File: config.mk
export PLATFORM = sky130hd
export DESIGN_NAME = pipeline_hazard_ctrl
export DESIGN_NICKNAME = d
export VERILOG_FILES = /design/src/rtl/pipeline_hazard_ctrl_pkg.sv /design/src/rtl/pipeline_hazard_ctrl_hazard_scoreboard.sv /design/src/rtl/pipeline_hazard_ctrl.sv
export SDC_FILE = /design/constraint.sdc
export NUM_CORES = 1
export LEC_CHECK = 0
export BUFFER_PORTS_ARGS = -buffer_cell sky130_fd_sc_hd__buf_2
export CAP_MARGIN = 20
export CORE_MARGIN = 4
export CORE_UTILIZATION = 50
export DETAILED_ROUTE_END_ITERATION = 10
export HOLD_SLACK_MARGIN = 0.15
export PLACE_DENSITY = 0.82
export REMOVE_ABC_BUFFERS = 1
export SLEW_MARGIN = 0
export SYNTH_ARGS = -nofsm -noshare
export SYNTH_HDL_FRONTEND = slang
export SYNTH_SLANG_ARGS = --single-unit
File: constraint.sdc
create_clock -name clk -period 2.8 [get_ports clk]
set_clock_uncertainty 0.2 [all_clocks]
set_input_delay 0.14 -clock clk [delete_from_list [all_inputs] [get_ports clk]]
set_output_delay 0.14 -clock clk [all_outputs]
set_load 0.01 [all_outputs]
File: src/rtl/pipeline_hazard_ctrl_pkg.sv
// Shared definitions for the pipeline hazard controller: FSM state codes,
// register address width and the instruction field layout.
package pipeline_hazard_ctrl_pkg;

   localparam int HAZ_REG_AW = 6;

   // Opcode is 4 bits at the top of the instruction word, then rd, rs, rt.
   localparam int OPC_W   = 4;
   localparam int OPC_MSB = 31;
   localparam int OPC_LSB = 28;
   localparam int RD_MSB  = 27;
   localparam int RD_LSB  = 22;
   localparam int RS_MSB  = 21;
   localparam int RS_LSB  = 16;
   localparam int RT_MSB  = 15;
   localparam int RT_LSB  = 10;

   typedef logic [2:0] hazState_t;

   localparam hazState_t ST_IDLE  = 3'd0;
   localparam hazState_t ST_RUN   = 3'd1;
   localparam hazState_t ST_FLUSH = 3'd2;
   localparam hazState_t ST_DRAIN = 3'd3;
   localparam hazState_t ST_HALT  = 3'd4;

endpackage

File: src/rtl/pipeline_hazard_ctrl_hazard_scoreboard.sv
// Two-entry shadow of the destination registers in EX/MEM and WB, compared
// against the sources of the instruction in ID to flag read-after-write hazards.
module hazard_scoreboard
   import pipeline_hazard_ctrl_pkg::*;
#(
   parameter int REG_AW = HAZ_REG_AW
) (
   input  logic              clk,
   input  logic              rst,
   input  logic              clear,
   input  logic              idex_bubble,
   input  logic              id_regwrt,
   input  logic [REG_AW-1:0] id_rd,
   input  logic [REG_AW-1:0] id_rs,
   input  logic [REG_AW-1:0] id_rt,
   input  logic              id_uses_rs,
   input  logic              id_uses_rt,
   output logic              hazard
);

   logic              exValid;
   logic [REG_AW-1:0] exRd;
   logic              wbValid;
   logic [REG_AW-1:0] wbRd;

   // WB entry is needed because the register file does not bypass a same-cycle write to a read.
   function automatic logic matchReg(input logic [REG_AW-1:0] r,
                                     input logic exV, input logic [REG_AW-1:0] exR,
                                     input logic wbV, input logic [REG_AW-1:0] wbR);
      return (exV && (exR == r)) || (wbV && (wbR == r));
   endfunction

   always_ff @(posedge clk or posedge rst) begin
      if (rst) begin
         exValid <= 1'b0;
         exRd    <= '0;
         wbValid <= 1'b0;
         wbRd    <= '0;
      end else if (clear) begin
         exValid <= 1'b0;
         exRd    <= '0;
         wbValid <= 1'b0;
         wbRd    <= '0;
      end else begin
         exValid <= idex_bubble ? 1'b0 : id_regwrt;
         exRd    <= idex_bubble ? '0 : id_rd;
         wbValid <= exValid;
         wbRd    <= exRd;
      end
   end

   always_comb begin
      hazard = (id_uses_rs && matchReg(id_rs, exValid, exRd, wbValid, wbRd)) ||
               (id_uses_rt && matchReg(id_rt, exValid, exRd, wbValid, wbRd));
   end

endmodule

File: src/rtl/pipeline_hazard_ctrl.sv
// Sequencing controller for the 4-stage pipeline: PC / IF/ID / ID/EX enables,
// RAW stalls, branch flush and start/halt drain. HAZARD_CTRL_PERF_EN adds counters.
module pipeline_hazard_ctrl
   import pipeline_hazard_ctrl_pkg::*;
#(
   parameter int FLUSH_CYCLES = 1,
   parameter int REG_AW       = HAZ_REG_AW
) (
   input  logic              clk,
   input  logic              rst,
   input  logic              start,
   input  logic              halt_req,
   input  logic [REG_AW-1:0] id_rd,
   input  logic [REG_AW-1:0] id_rs,
   input  logic [REG_AW-1:0] id_rt,
   input  logic              id_uses_rs,
   input  logic              id_uses_rt,
   input  logic              id_regwrt,
   input  logic              ex_pc_change,
   output logic              pc_write,
   output logic              ifid_write,
   output logic              ifid_flush,
   output logic              idex_bubble,
   output logic              stall,
   output logic [2:0]        state
`ifdef HAZARD_CTRL_PERF_EN
   ,
   output logic [31:0]       stall_cnt,
   output logic [31:0]       flush_cnt
`endif
);

   localparam logic [1:0] FLUSH_LOAD = 2'(FLUSH_CYCLES - 1);

   hazState_t  curState;
   hazState_t  nextState;
   logic [1:0] flushCnt;
   logic [1:0] nextFlushCnt;
   logic       drainCnt;
   logic       nextDrainCnt;
   logic       hazard;
   logic       clearShadow;

   assign state       = curState;
   assign clearShadow = (curState == ST_IDLE) || (curState == ST_HALT);

   hazard_scoreboard #(.REG_AW(REG_AW)) u_scoreboard (
      .clk         (clk),
      .rst         (rst),
      .clear       (clearShadow),
      .idex_bubble (idex_bubble),
      .id_regwrt   (id_regwrt),
      .id_rd       (id_rd),
      .id_rs       (id_rs),
      .id_rt       (id_rt),
      .id_uses_rs  (id_uses_rs),
      .id_uses_rt  (id_uses_rt),
      .hazard      (hazard)
   );

   always_comb begin
      pc_write     = 1'b0;
      ifid_write   = 1'b0;
      ifid_flush   = 1'b1;
      idex_bubble  = 1'b1;
      stall        = 1'b0;
      nextState    = curState;
      nextFlushCnt = flushCnt;
      nextDrainCnt = drainCnt;
      case (curState)
         ST_IDLE, ST_HALT: begin
            if (start) nextState = ST_RUN;
         end
         ST_RUN: begin
            if (ex_pc_change) begin
               pc_write   = 1'b1;
               ifid_write = 1'b1;
               if (FLUSH_CYCLES > 1) begin
                  nextState    = ST_FLUSH;
                  nextFlushCnt = FLUSH_LOAD;
               end
            end else if (halt_req) begin
               ifid_flush   = 1'b0;
               nextState    = ST_DRAIN;
               nextDrainCnt = 1'b0;
            end else if (hazard) begin
               // Hold PC and IF/ID so the dependent instruction retries next cycle.
               ifid_flush = 1'b0;
               stall      = 1'b1;
            end else begin
               pc_write    = 1'b1;
               ifid_write  = 1'b1;
               ifid_flush  = 1'b0;
               idex_bubble = 1'b0;
            end
         end
         ST_FLUSH: begin
            pc_write   = 1'b1;
            ifid_write = 1'b1;
            if (ex_pc_change)          nextFlushCnt = FLUSH_LOAD;
            else if (flushCnt <= 2'd1) nextState    = ST_RUN;
            else                       nextFlushCnt = flushCnt - 2'd1;
         end
         ST_DRAIN: begin
            ifid_flush = 1'b0;
            if (drainCnt) nextState    = ST_HALT;
            else          nextDrainCnt = 1'b1;
         end
         default: nextState = ST_IDLE;
      endcase
   end

   always_ff @(posedge clk or posedge rst) begin
      if (rst) begin
         curState <= ST_IDLE;
         flushCnt <= 2'd0;
         drainCnt <= 1'b0;
      end else begin
         curState <= nextState;
         flushCnt <= nextFlushCnt;
         drainCnt <= nextDrainCnt;
      end
   end

`ifdef HAZARD_CTRL_PERF_EN
   logic flushCounted;
   assign flushCounted = ifid_flush && ((curState == ST_RUN) || (curState == ST_FLUSH));

   always_ff @(posedge clk or posedge rst) begin
      if (rst) begin
         stall_cnt <= 32'd0;
         flush_cnt <= 32'd0;
      end else begin
         if (stall && (stall_cnt != 32'hFFFF_FFFF))        stall_cnt <= stall_cnt + 32'd1;
         if (flushCounted && (flush_cnt != 32'hFFFF_FFFF)) flush_cnt <= flush_cnt + 32'd1;
      end
   end
`endif

endmodule

==> metrics.yaml <==
yosys:
  synth.ff_latch_count: 20
  syn-mean-instance-area_sq_um: 10.3
  yosys_warnings: 0
  synth_async_sr_flop_share: 1.00
  cells_after_synthesis: 109
  synth_top_flop_cell: "sky130_fd_sc_hd__dfrtp_1"
  number_of_synthesized_flops_with_an_enable_pin: 0
  synth.cell_area_sq_um: 1120
  ys_seq_area_frac: 0.445
  netlist-cell-type-count: 32
routing:
  drt-pass1-iter-count: 4
  routed_wl_microns: 2500
  vias_per_cell: 5.10
  drt_iter0_drcs: 15
  detail-route-antenna-nets: 0
  drc: 0
  post_drt_wl_per_cell_microns: 13.3
  detailroute.via_count: 959
setup_path:
  worstPathArrival_ns: 2.15
  cp_max_fo: 10
  critPathTopFamily: "buffers and inverters"
  worst_setup_path_end_kind: "register"
  critPathLaunchType: "register"
  crit_path_cell_trace: "xnor2_1 -> nand3_1 -> o22ai_2 -> a22oi_4 -> and3_1 -> dlygate4sd3_1"
  max_stage_delay_ns: 0.55
  timing.setup.critical_path_class: "register to register"
  cp_data_required_time_ns: 2.79
  timing.critical_path.slowest_stage_cell: "sky130_fd_sc_hd__dlygate4sd3_1"
  worst-path-buf-inv: 1
global_routing:
  global_route.overflow_total: 0
  grt_start_max_net_pins: 21
  grt_antenna_before_repair: 0
  grt_use_total: 0.176
  grt_pass1_vias: 968
  grt_first_pass_wirelength_microns: 4370
sta:
  worst-slew-pin-transition_ns: 0.717
  worst_hold_slack_ns: 0.293
  finalHoldViolations: 0
  max-slew-margin-rel: 0.522
  rsz_0062_raised_after_global_routing: "false"
  clock.fmax_ghz: 0.461
  final-max-slew-violation-count: 0
  total_setup_violations_reported_at_the_end_of_the_flow: 0
  layout_worst_path_cycle_share: 0.774
  timing.final.crit_period_ns: 2.17
  tns_ns: 0
power_and_ir_drop:
  power_per_cell_area_nw_per_um2: 624
  power.ir.vdd_worst_v: 0.000521
  power_leakage_nw: 0.738
clocking:
  cts.sink_count: 20
  tritoncts: "yes"
  cts.root.buffer_cell: "sky130_fd_sc_hd__clkbuf_4"
  tritoncts.num_buffers: 3
  clock_path_buffers: 2
  path_clk_slew_ns: 0.12
  htreeDepth: 1
  clock_insertion_delay_worst_skew_ns: 0.30
  postCtsSetupRepairBufs: 0
placement:
  post-place-cells: 166
  gpl.final_weighted_congestion: 0.835
  place_hpwl_microns: 1900
  numPortBuffers: 33
layout:
  final_util: 0.746
  drive_above_1_share: 0.267
  fillCellCount: 161
  syn2layout_area_growth_pct: 35.4
  final_nets: 189
  stdcell_count: 188
  insertedDiodeCount: 0
worst_hold_path:
  hp-class: "primary input to asynchronous set/reset pin"
die:
  design.core.area_sq_um: 2040
  die_area_sq_um: 3070
  boundaryPins: 34
  die_width_microns: 55.4
  die_h_microns: 55.4
  initial_core_util: 0.551
  placement_rows: 16
job:
  max-cap-violations: 0
outcome:
  run_status: "finished, final reports clean"
[worst paths after layout]
| kind | from | endpoint | slack, ns | cells past startpoint |
|---|---|---|---|---|
| worst max-delay path | u_scoreboard.exRd[4] | u_scoreboard.exRd[0] | 0.63 | 6 |
| worst min-delay path | rst | u_scoreboard.wbValid | 0.29 | 3 |
| worst max register to register | u_scoreboard.exRd[4] | u_scoreboard.exRd[0] | 0.63 | 6 |
| worst min register to register | drainCnt | drainCnt | 0.36 | 1 |
| max in group asynchronous | rst | u_scoreboard.exRd[5] | 1.65 | 3 |
| min in group clk | drainCnt | drainCnt | 0.36 | 1 |
[power by group]
| part | internal (W) | switching [W] | leakage (nW) | total [W] |
|---|---|---|---|---|
| clock | 0.0000793 | 0.0000882 | 0.0210 | 0.000168 |
| sequential | 0.000340 | 0.0000714 | 0.264 | 0.000412 |
| combinational | 0.000187 | 0.000184 | 0.452 | 0.000371 |
[tightest hold or removal path, delay by kind of cell]
kind / cells / cell delay (ns)
buf+inv: 3 / 1.18
[stage by stage]
stage               setup WS (ns)  cell area (sq um)  power [W]
floorplan                    1.22               1110   0.000638
global placement             1.08               1310   0.000747
detailed placement           1.01               1310   0.000759
CTS                         0.634               1520   0.000952
global route                0.485               1520    0.00102
finish                      0.632               1520   0.000950
[cells by family after synthesis]
kind of cell    synth area share
simple gates               0.216
flops                      0.445
xor+xnor                   0.187
fa+ha+maj                 0.0111
buf+inv                   0.0289
compound gates             0.112
[synthesized netlist by cell type, types with 2 or more instances]
cell type                 number  area share
sky130_fd_sc_hd__a21oi_1       5       0.022
sky130_fd_sc_hd__nand4_1       3       0.017
sky130_fd_sc_hd__nor2_1        5       0.017
sky130_fd_sc_hd__nor2b_1       8       0.044
sky130_fd_sc_hd__o22ai_2       2       0.022
sky130_fd_sc_hd__nand3_1       6       0.027
sky130_fd_sc_hd__dfrtp_1      20        0.44
sky130_fd_sc_hd__buf_2         2      0.0089
sky130_fd_sc_hd__inv_1         3       0.010
sky130_fd_sc_hd__nand2_1       3       0.010
sky130_fd_sc_hd__and3_1        8       0.044
sky130_fd_sc_hd__xnor2_1      24        0.19
[timing repair]
action / in CTS / in global routing
resized for setup: 0 / 0
hold buffers: 18 / 0
hold endpoints to repair: 33 / 0
[flip-flops by register name, indices dropped and copies added (netlist names)]
| signal | cells |
|---|---|
| flushCnt | 2 |
| u_scoreboard.wbValid | 1 |
| u_scoreboard.exRd | 6 |
| drainCnt | 1 |
| u_scoreboard.wbRd | 6 |
| state | 3 |
| u_scoreboard.exValid | 1 |
[metal layers]
| layer | vias to the layer above | part of all wire | global-route usage |
|---|---|---|---|
| met3 | 2 | 0.059 | 0.0466 |
| met4 | 0 | 0.0032 | 0.0417 |
| li1 | 479 | - | - |
| met5 | - | 0 | 0 |
| met2 | 27 | 0.48 | 0.292 |
| met1 | 451 | 0.45 | 0.228 |
[cell usage in the layout, fill, tap and decap left out, drive strengths merged, types with 2 or more instances in the layout]
master / count
nand2: 3
clkbuf: 4
nor2: 6
o21ai: 2
and3: 8
nand3: 6
o22ai: 3
xnor2: 24
inv: 4
nand4: 4
dlygate4sd3: 18
buf: 33
a21oi: 5
nor2b: 8
dfrtp: 20
[final cells by class]
type,count,area (sq um),area share
clock buffer,4,36.3,0.0238
inverter,4,15.0,0.00986
tap,27,33.8,0.0222
multi-input combinational,82,592,0.389
timing repair buffer,51,345,0.227
sequential,20,500,0.329
(Power assumes the default switching activity.)
